===== src/rtl/cpu_mem_pkg.sv =====
// Shared types and default widths for the SRAM port arbiter.
//   arb_state_e : access sequencer states
//   owner_e     : which requester owns the access in flight
//   max2()      : helper for sizing the shared cycle timer
package cpu_mem_pkg;

    localparam int DEF_ADDR_W      = 16;
    localparam int DEF_SRAM_ADDR_W = 18;
    localparam int DEF_DATA_W      = 16;

    typedef enum logic [2:0] {
        ST_IDLE     = 3'd0,
        ST_RD       = 3'd1,
        ST_RD_DONE  = 3'd2,
        ST_WR_SETUP = 3'd3,
        ST_WR_PULSE = 3'd4,
        ST_WR_HOLD  = 3'd5
    } arb_state_e;

    typedef enum logic {
        OWN_IF  = 1'b0,
        OWN_MEM = 1'b1
    } owner_e;

    function automatic int max2(input int a, input int b);
        return (a > b) ? a : b;
    endfunction

endpackage


===== src/rtl/mem_arb_timer.sv =====
// Loadable down-counter with terminal-count flag. Times both the OE-low
// window of a read and the WE-low window of a write.
//   clk, rst  : clock, async active-low reset
//   load      : load load_val (has priority over dec)
//   load_val  : cycles remaining minus one
//   dec       : count down by one, saturating at zero
//   tc        : counter is at zero (last cycle of the timed window)
module mem_arb_timer #(
    parameter int CNT_W = 1
) (
    input  logic             clk,
    input  logic             rst,
    input  logic             load,
    input  logic [CNT_W-1:0] load_val,
    input  logic             dec,
    output logic             tc
);

    logic [CNT_W-1:0] cnt_q, cnt_d;

    always_comb begin
        cnt_d = cnt_q;
        if (load) begin
            cnt_d = load_val;
        end else if (dec && (cnt_q != '0)) begin
            cnt_d = cnt_q - CNT_W'(1);
        end
    end

    always_ff @(posedge clk or negedge rst) begin
        if (!rst) begin
            cnt_q <= '0;
        end else begin
            cnt_q <= cnt_d;
        end
    end

    assign tc = (cnt_q == '0);

endmodule


===== src/rtl/mem_port_arbiter.sv =====
// Arbitrates the single-port SRAM between instruction fetch (read-only)
// and the MEM stage (load/store), and sequences the SRAM strobes.
//   if_*   : IF requester (level req held until if_done pulse)
//   mem_*  : MEM requester (level req, mem_we selects write)
//   *_stall: combinational req & ~done, fed to pipeline hazard logic
//   sram_* : registered pad-side address, data and active-low strobes
//
// state       | meaning
// ST_IDLE     | strobes off, sample requests, grant one
// ST_RD       | CE/OE low for RD_CYC cycles, capture data on the last
// ST_RD_DONE  | strobes off, owner's done pulse
// ST_WR_SETUP | CE low, bus driven, WE still high
// ST_WR_PULSE | WE low for WR_PULSE_CYC cycles
// ST_WR_HOLD  | WE high, bus still driven, mem_done pulse
module mem_port_arbiter
    import cpu_mem_pkg::*;
#(
    parameter int ADDR_W       = DEF_ADDR_W,
    parameter int SRAM_ADDR_W  = DEF_SRAM_ADDR_W,
    parameter int DATA_W       = DEF_DATA_W,
    parameter int RD_CYC       = 1,
    parameter int WR_PULSE_CYC = 1
) (
    input  logic                   clk,
    input  logic                   rst,
    input  logic                   if_req,
    input  logic [ADDR_W-1:0]      if_addr,
    output logic                   if_done,
    output logic [DATA_W-1:0]      if_rdata,
    output logic                   if_stall,
    input  logic                   mem_req,
    input  logic                   mem_we,
    input  logic [ADDR_W-1:0]      mem_addr,
    input  logic [DATA_W-1:0]      mem_wdata,
    output logic                   mem_done,
    output logic [DATA_W-1:0]      mem_rdata,
    output logic                   mem_stall,
    output logic [SRAM_ADDR_W-1:0] sram_addr,
    output logic [DATA_W-1:0]      sram_dout,
    input  logic [DATA_W-1:0]      sram_din,
    output logic                   sram_data_oe,
    output logic                   sram_ce_n,
    output logic                   sram_oe_n,
    output logic                   sram_we_n
);

    localparam int               MAX_CYC = max2(RD_CYC, WR_PULSE_CYC);
    localparam int               CNT_W   = $clog2(MAX_CYC) + 1;
    localparam logic [CNT_W-1:0] RD_LOAD = CNT_W'(RD_CYC - 1);
    localparam logic [CNT_W-1:0] WR_LOAD = CNT_W'(WR_PULSE_CYC - 1);

    arb_state_e             state_q, state_d;
    owner_e                 owner_q, owner_d;
    logic                   last_mem_q, last_mem_d;
    logic [SRAM_ADDR_W-1:0] sram_addr_q, sram_addr_d;
    logic [DATA_W-1:0]      sram_dout_q, sram_dout_d;
    logic [DATA_W-1:0]      if_rdata_q, if_rdata_d;
    logic [DATA_W-1:0]      mem_rdata_q, mem_rdata_d;
    logic                   ce_n_q, ce_n_d;
    logic                   oe_n_q, oe_n_d;
    logic                   we_n_q, we_n_d;
    logic                   data_oe_q, data_oe_d;
    logic                   if_done_q, if_done_d;
    logic                   mem_done_q, mem_done_d;

    logic                   grant_if, grant_mem;
    logic                   tmr_load, tmr_dec, tmr_tc;
    logic [CNT_W-1:0]       tmr_load_val;

    // MEM has priority unless it took the previous grant, so a held MEM
    // request cannot starve fetch.
    assign grant_mem = mem_req & (~if_req | ~last_mem_q);
    assign grant_if  = if_req & ~grant_mem;

    mem_arb_timer #(
        .CNT_W (CNT_W)
    ) u_timer (
        .clk      (clk),
        .rst      (rst),
        .load     (tmr_load),
        .load_val (tmr_load_val),
        .dec      (tmr_dec),
        .tc       (tmr_tc)
    );

    always_comb begin
        state_d      = state_q;
        owner_d      = owner_q;
        last_mem_d   = last_mem_q;
        sram_addr_d  = sram_addr_q;
        sram_dout_d  = sram_dout_q;
        if_rdata_d   = if_rdata_q;
        mem_rdata_d  = mem_rdata_q;
        tmr_load     = 1'b0;
        tmr_load_val = RD_LOAD;
        tmr_dec      = 1'b0;

        case (state_q)
            ST_IDLE: begin
                if (grant_mem) begin
                    owner_d     = OWN_MEM;
                    last_mem_d  = 1'b1;
                    sram_addr_d = SRAM_ADDR_W'(mem_addr);
                    if (mem_we) begin
                        sram_dout_d = mem_wdata;
                        state_d     = ST_WR_SETUP;
                    end else begin
                        tmr_load = 1'b1;
                        state_d  = ST_RD;
                    end
                end else if (grant_if) begin
                    owner_d     = OWN_IF;
                    last_mem_d  = 1'b0;
                    sram_addr_d = SRAM_ADDR_W'(if_addr);
                    tmr_load    = 1'b1;
                    state_d     = ST_RD;
                end
            end
            ST_RD: begin
                if (tmr_tc) begin
                    if (owner_q == OWN_MEM) begin
                        mem_rdata_d = sram_din;
                    end else begin
                        if_rdata_d = sram_din;
                    end
                    state_d = ST_RD_DONE;
                end else begin
                    tmr_dec = 1'b1;
                end
            end
            ST_RD_DONE: begin
                state_d = ST_IDLE;
            end
            ST_WR_SETUP: begin
                tmr_load     = 1'b1;
                tmr_load_val = WR_LOAD;
                state_d      = ST_WR_PULSE;
            end
            ST_WR_PULSE: begin
                if (tmr_tc) begin
                    state_d = ST_WR_HOLD;
                end else begin
                    tmr_dec = 1'b1;
                end
            end
            ST_WR_HOLD: begin
                state_d = ST_IDLE;
            end
            default: begin
                state_d = ST_IDLE;
            end
        endcase

        // Strobes and done pulses are decoded from the next state and
        // registered, so the pads switch cleanly on the clock edge.
        ce_n_d     = (state_d == ST_IDLE) || (state_d == ST_RD_DONE);
        oe_n_d     = (state_d != ST_RD);
        we_n_d     = (state_d != ST_WR_PULSE);
        data_oe_d  = (state_d == ST_WR_SETUP) || (state_d == ST_WR_PULSE) ||
                     (state_d == ST_WR_HOLD);
        if_done_d  = (state_d == ST_RD_DONE) && (owner_d == OWN_IF);
        mem_done_d = ((state_d == ST_RD_DONE) && (owner_d == OWN_MEM)) ||
                     (state_d == ST_WR_HOLD);
    end

    always_ff @(posedge clk or negedge rst) begin
        if (!rst) begin
            state_q     <= ST_IDLE;
            owner_q     <= OWN_IF;
            last_mem_q  <= 1'b0;
            sram_addr_q <= '0;
            sram_dout_q <= '0;
            if_rdata_q  <= '0;
            mem_rdata_q <= '0;
            ce_n_q      <= 1'b1;
            oe_n_q      <= 1'b1;
            we_n_q      <= 1'b1;
            data_oe_q   <= 1'b0;
            if_done_q   <= 1'b0;
            mem_done_q  <= 1'b0;
        end else begin
            state_q     <= state_d;
            owner_q     <= owner_d;
            last_mem_q  <= last_mem_d;
            sram_addr_q <= sram_addr_d;
            sram_dout_q <= sram_dout_d;
            if_rdata_q  <= if_rdata_d;
            mem_rdata_q <= mem_rdata_d;
            ce_n_q      <= ce_n_d;
            oe_n_q      <= oe_n_d;
            we_n_q      <= we_n_d;
            data_oe_q   <= data_oe_d;
            if_done_q   <= if_done_d;
            mem_done_q  <= mem_done_d;
        end
    end

    assign if_done      = if_done_q;
    assign if_rdata     = if_rdata_q;
    assign if_stall     = if_req & ~if_done_q;
    assign mem_done     = mem_done_q;
    assign mem_rdata    = mem_rdata_q;
    assign mem_stall    = mem_req & ~mem_done_q;
    assign sram_addr    = sram_addr_q;
    assign sram_dout    = sram_dout_q;
    assign sram_data_oe = data_oe_q;
    assign sram_ce_n    = ce_n_q;
    assign sram_oe_n    = oe_n_q;
    assign sram_we_n    = we_n_q;

endmodule


===== config.mk =====
export PLATFORM = sky130hd
export DESIGN_NAME = mem_port_arbiter
export DESIGN_NICKNAME = d
export VERILOG_FILES = /design/src/rtl/cpu_mem_pkg.sv /design/src/rtl/mem_arb_timer.sv /design/src/rtl/mem_port_arbiter.sv
export SDC_FILE = /design/constraint.sdc
export NUM_CORES = 1
export LEC_CHECK = 0
export ABC_AREA = 1
export BUFFER_PORTS_ARGS = -buffer_cell sky130_fd_sc_hd__buf_2
export CORE_UTILIZATION = 35
export DETAILED_ROUTE_END_ITERATION = 16
export GPL_TIMING_DRIVEN = 0
export SLEW_MARGIN = 20
export SYNTH_ARGS = -nofsm -noshare
export SYNTH_HDL_FRONTEND = slang
export SYNTH_SLANG_ARGS = --single-unit

===== constraint.sdc =====
create_clock -name clk -period 1.4 [get_ports clk]
set_input_delay 0.21 -clock clk [delete_from_list [all_inputs] [get_ports clk]]
set_output_delay 0.21 -clock clk [all_outputs]
set_load 0.1 [all_outputs]

==> results.json, run 1 <==
{
  "gr-total-overflow": 0,
  "fin_skew_ps": 9.14,
  "netlist_area_um2": 3320,
  "setup_viol_count_final": 0,
  "required_ps": 1190,
  "synthMuxAreaShare_pct": 0,
  "fillers": 936,
  "cp_num_buf_inv": 1,
  "drtIter0Drc": 83,
  "clk_latency_ps": 340,
  "hold_depth": 3,
  "outcome": "finished clean",
  "viasPerCell": 4.60,
  "synth_top_cells_by_area": "dfrtp_1 55%, nand2_1 23%, nand3_1 8.0%",
  "grtUsageTotal_pct": 17.4,
  "synth_top_family_by_area": "simple AND/OR/NAND/NOR gates",
  "hold_viol": 0,
  "placed_area_um2": 4210,
  "critPathKind": "flop to primary output",
  "min_period_ps": 1360,
  "netlist-cell-type-count": 20,
  "ioPinCount": 143,
  "synth_area_per_cell_um2": 8.58,
  "grt_pass1_vias": 2859,
  "dp_cells": 640,
  "antenna_found_initial": 0,
  "whs_ps": 58.0,
  "numCtsBuffers": 9,
  "dp_hpwl_um": 6070,
  "drc": 0,
  "wire_per_inst_um": 12.4,
  "fp.dieH_um": 99.4,
  "synth_xor_area_share_pct": 0,
  "synth_compound_area_share_pct": 0.151,
  "grt_max_degree": 42,
  "routabilityCongestion": 0.782,
  "synth_fa_ha_area_share_pct": 0,
  "min_path_type": "input pin to flop",
  "synthSimpleGateAreaFrac_pct": 36.6,
  "dr.pass1.iters": 4,
  "cpLargestDelayFamily": "flip-flops",
  "cp_slowest_cell": "dfstp_2",
  "die_area_um2": 9890,
  "drv_cap": 0,
  "path_cells": "buf_4",
  "rsz0062_at_grt": "no",
  "start_util_pct": 36.1,
  "clk_path_buf_depth": 2,
  "grt_pass1_wl_um": 13400,
  "endpoint_kind": "primary output",
  "path_max_fanout": 1,
  "ant_nets": 0,
  "synth_top_area_share_pct": 55.0,
  "antenna_cells": 0,
  "areaGrowthSynthToFinish_pct": 34.6,
  "arrival_ps": 1150,
  "synth-seq-cells": 76,
  "regArea_um2": 1910,
  "start_kind": "flop",
  "cts_tree": "done",
  "final_area_um2": 4470,
  "drive_above_1_share_pct": 36.4,
  "totalWireLength_um": 8140,
  "rr_worst_depth": 7,
  "vias": 3021,
  "cp.depth": 1,
  "synth_cells": 387,
  "post_cts_buffers": 0,
  "htreeDepth": 3,
  "cts.clk_slew.worst_paths_ps": 80,
  "rows": 35,
  "cts.sinks": 76,
  "instances_no_fill": 657,
  "io_buffers": 140,
  "fin_nets": 610,
  "max_freq_mhz": 733,
  "yosysWarnings": 0,
  "cts_root_buf": "clkbuf_8",
  "multi_input_area_um2": 1250,
  "die_w_um": 99.4,
  "critical-path-max-stage-delay_ps": 530,
  "fin_crit_sh_pct": 97.4,
  "core_um2": 9200,
  "drv_slew": 0,
  "synth_top_area_cell": "dfrtp_1",
  "yosysSeqAreaShare_pct": 57.4
}
stage by stage:
| stage | setup TNS (ps) | util (%) | setup WS (ps) |
|---|---|---|---|
| 6_report | 0 | 48.6 | 36.4 |
| 5_1_grt | 0 | 48.6 | 0.165 |
| 4_1_cts | 0 | 48.4 | 18.8 |
| 3_5_place_dp | 0 | 45.7 | 68.2 |
| 3_3_place_gp | -30680 | 45.5 | -555 |
| 2_1_floorplan | 0 | - | 41.6 |
sequential cells by signal (all words and copies together), names as in the netlist, 3 cells and up:
register	count
sram_addr	16
sram_dout	16
state_q	3
if_rdata	16
mem_rdata	16
synth_stat cells:
cell type and count:
nand3_1 53, inv_2 4, inv_4 1, nand3_4 1, nor2_1 5, o21ai_0 1
nand2_2 2, dfrtp_1 73, nand4_1 2, nand3_2 2, nand2_4 4, conb_1 1
buf_6 5, nor2_4 3, nand2_1 205, nor2_8 1, inv_1 8, dfstp_2 3
buf_2 5, buf_4 8
layer usage:
| layer | track usage [%] | vias to the layer above | part of all wire (%) |
|---|---|---|---|
| li1 | - | 1509 | - |
| met1 | 23.1 | 1402 | 46 |
| met2 | 28.0 | 95 | 46 |
| met3 | 3.44 | 15 | 5.9 |
| met4 | 7.24 | 0 | 1.8 |
| met5 | 0 | - | 0 |
cell families after synthesis:
kind of cell           Yosys count
AND/OR/NAND/NOR                278
flip-flops                      76
buffers and inverters           31
AO/OA/AOI/OAI                    1
other                            1
layout make-up:
class,instances,area share (%)
Buffer,18,3.16
Clock buffer,10,2.85
Clock inverter,6,1.99
Inverter,13,1.15
Multi-Input combinational cell,281,27.9
Sequential cell,76,42.7
Tap cell,111,3.11
Timing Repair Buffer,142,17.2
placed cells by master (no fill, tap or decap), types with 3 or more instances in the layout:
master	count
dfrtp_1	71
inv_1	8
nand3_1	53
dfstp_2	3
buf_2	133
buf_6	7
clkbuf_8	9
buf_4	14
nand2_4	5
clkbuf_4	4
nor2_4	5
inv_2	4
nand2_1	205
nor2_1	3
what timing repair did:
action                     4_1_cts  5_1_grt
pin swaps                        0        1
hold buffers                     1        0
resized for setup                7        7
setup endpoints to repair        7       17
hold endpoints to repair        34        0
worst paths after layout:
check	end	startpoint	slack [ps]
min in group asynchronous	sram_addr[7]	rst	380
min	sram_dout[0]	mem_wdata[0]	60
min reg2reg	sram_dout[0]	sram_dout[0]	470
max	sram_we_n	sram_we_n	40
max reg2reg	sram_dout[6]	state_q[0]	130
max in group asynchronous	sram_oe_n	rst	380
Power of run 1 is not shown: default switching activity piles up to over one toggle a cycle in this logic, so the estimate is an artifact.
==> run 2, diff against run 1 <==
--- a/config.mk
+++ b/config.mk
@@ -5,11 +5,11 @@
 export SDC_FILE = /design/constraint.sdc
 export NUM_CORES = 1
 export LEC_CHECK = 0
-export ABC_AREA = 1
 export BUFFER_PORTS_ARGS = -buffer_cell sky130_fd_sc_hd__buf_2
 export CORE_UTILIZATION = 35
 export DETAILED_ROUTE_END_ITERATION = 16
 export GPL_TIMING_DRIVEN = 0
+export PLACE_DENSITY_LB_ADDON = 0.12
 export SLEW_MARGIN = 20
 export SYNTH_ARGS = -nofsm -noshare
 export SYNTH_HDL_FRONTEND = slang
==> run 2 against run 1 <==
- the flow now finishes with violations (negative setup slack)
- via count shrank 20%
- worst hold slack gained 41 ps
- global-route usage shrank 0.78 points
- utilization grew 6.4 points
- design area grew 6.8%
- sequential share of layout area shrank 2.7 points
- register-to-register slack lost 560 ps
- clock skew grew 4.7 ps
==> results.json, run 2 <==
{
  "fin_crit_sh_pct": 131,
  "htreeDepth": 3,
  "hold_viol": 0,
  "synthArstFlopShare_pct": 100,
  "arrival_ps": 2060,
  "yosysSeqAreaShare_pct": 61.2,
  "cts_tree": "done",
  "cts_root_buf": "clkbuf_8",
  "dp_hpwl_um": 4940,
  "grt_pass1_vias": 2347,
  "antenna_cells": 0,
  "clk_latency_ps": 340,
  "dr.pass1.iters": 4,
  "synth-seq-cells": 76,
  "die_w_um": 96.3,
  "endpoint": "sram_dout[2]",
  "layout_setup_ws_ps": -430,
  "totalWireLength_um": 7530,
  "final_area_um2": 4780,
  "grt_max_degree": 41,
  "r2r_start": "state_q[2]",
  "netlist_area_um2": 3120,
  "ioPinCount": 143,
  "rows": 34,
  "drtIter0Drc": 45,
  "wire_per_inst_um": 15.0,
  "crit_start": "state_q[2]",
  "cts.clk_slew.worst_paths_ps": 80,
  "grtUsageTotal_pct": 16.6,
  "synth_top_area_share_pct": 58.6,
  "viasPerCell": 4.81,
  "gr-total-overflow": 0,
  "fin_skew_ps": 13.8,
  "whs_ps": 99.2,
  "netlist-cell-type-count": 34,
  "vias": 2417,
  "reg2reg_setup_slack_ps": -430,
  "synth.most_common_cell": "dfrtp_1",
  "grt_pass1_wl_um": 11600,
  "tightest_slew_ps": 511,
  "critPathKind": "flop to flop",
  "drv_cap": 0,
  "drive_above_1_share_pct": 70.8,
  "ant_nets": 0,
  "synth_edf_count": 0,
  "final_core_util_pct": 55.0,
  "drv_slew": 0,
  "numCtsBuffers": 9,
  "min_path_type": "input pin to flop",
  "yosys-top-cells-count": "73 x dfrtp_1, 39 x mux2_2, 18 x or3_1",
  "yosysWarnings": 0,
  "cts.sinks": 76,
  "rr_worst_depth": 4,
  "min_period_ps": 1830,
  "placed_area_um2": 4050,
  "synth_area_per_cell_um2": 14.6,
  "antenna_found_initial": 0,
  "start_kind": "flop",
  "reg2reg_to": "sram_dout[2]",
  "fin_nets": 458,
  "synth_flop_cell": "dfrtp_1",
  "setup_viol_count_final": 66,
  "synth_top_area_cell": "dfrtp_1",
  "clk_path_buf_depth": 2,
  "core_um2": 8680,
  "start_util_pct": 35.9,
  "synth_top_cells_by_area": "dfrtp_1 59%, mux2_2 14%, o221a_2 5.8%",
  "path_max_fanout": 5,
  "final_common_cell": "buf_2",
  "fp.dieH_um": 96.3,
  "routabilityCongestion": 0.719,
  "endpoint_kind": "flop",
  "io_buffers": 138,
  "rsz0062_at_grt": "yes",
  "synth_cells": 214,
  "slew_headroom_pct": 65.9,
  "required_ps": 1630,
  "mostFrequentLayoutCells": "128 x buf_2, 71 x dfrtp_1, 26 x mux2_4",
  "max_freq_mhz": 546,
  "violations": "negative setup slack",
  "outcome": "finished, violations left",
  "areaGrowthSynthToFinish_pct": 53.3,
  "die_area_um2": 9280,
  "fillers": 784,
  "drc": 0
}
run 2: timing repair:
action	CTS	global route
endpoints found under the hold margin	37	0
setup buffers	14	9
cloned	4	1
pin swaps	4	6
resized for setup	51	27
setup endpoints to repair	67	77
hold buffers	1	0
run 2: worst max-delay path: stages, from the launching register on:
cell	delay, ps
dfrtp_1	400
or3_4	400
or3_4	450
clkbuf_16	180
mux2_4	290
run 2: worst min-delay path by stage:
stage | start | end | slack (ps) | cells past startpoint
detailed placement | rst | sram_addr[1] | 220 | 1
global route | mem_wdata[2] | sram_dout[2] | 80 | 2
floorplan | rst | if_done | -90 | 0
finish | mem_wdata[0] | sram_dout[0] | 100 | 2
CTS | mem_wdata[0] | sram_dout[0] | 80 | 2
global placement | mem_wdata[5] | sram_dout[5] | 440 | 2
run 2: cells by family after synthesis:
group / share of synthesized area (%)
other cells: 0.120
compound gates: 9.24
buf+inv: 3.25
simple gates: 7.79
mux: 18.4
flops: 61.2
run 2: layout make-up:
type / count / area, um2 / share of cell area [%]
Multi-Input combinational cell: 121 / 1320 / 27.6
Clock inverter: 5 / 103 / 2.15
Clock buffer: 11 / 131 / 2.75
Tap cell: 108 / 135 / 2.83
Buffer: 13 / 138 / 2.88
Timing Repair Buffer: 166 / 1040 / 21.7
Sequential cell: 76 / 1910 / 40.0
Inverter: 2 / 7.51 / 0.157
run 2: metrics by stage:
stage               setup TNS [ps]  instances  setup WS, ps
floorplan                   -11670        215          -451
global placement            -56600        461          -638
detailed placement          -25440        462          -668
CTS                         -16500        496          -489
global route                -21400        502          -452
finish                      -18240        502          -430
run 2: metal layers:
layer | global-route usage (%) | routed length [um]
met5 | 0 | 0
met4 | 6.86 | 112
met3 | 4.66 | 534
met2 | 26.7 | 3510
met1 | 21.1 | 3370
Power of run 2 is left out for the same reason.
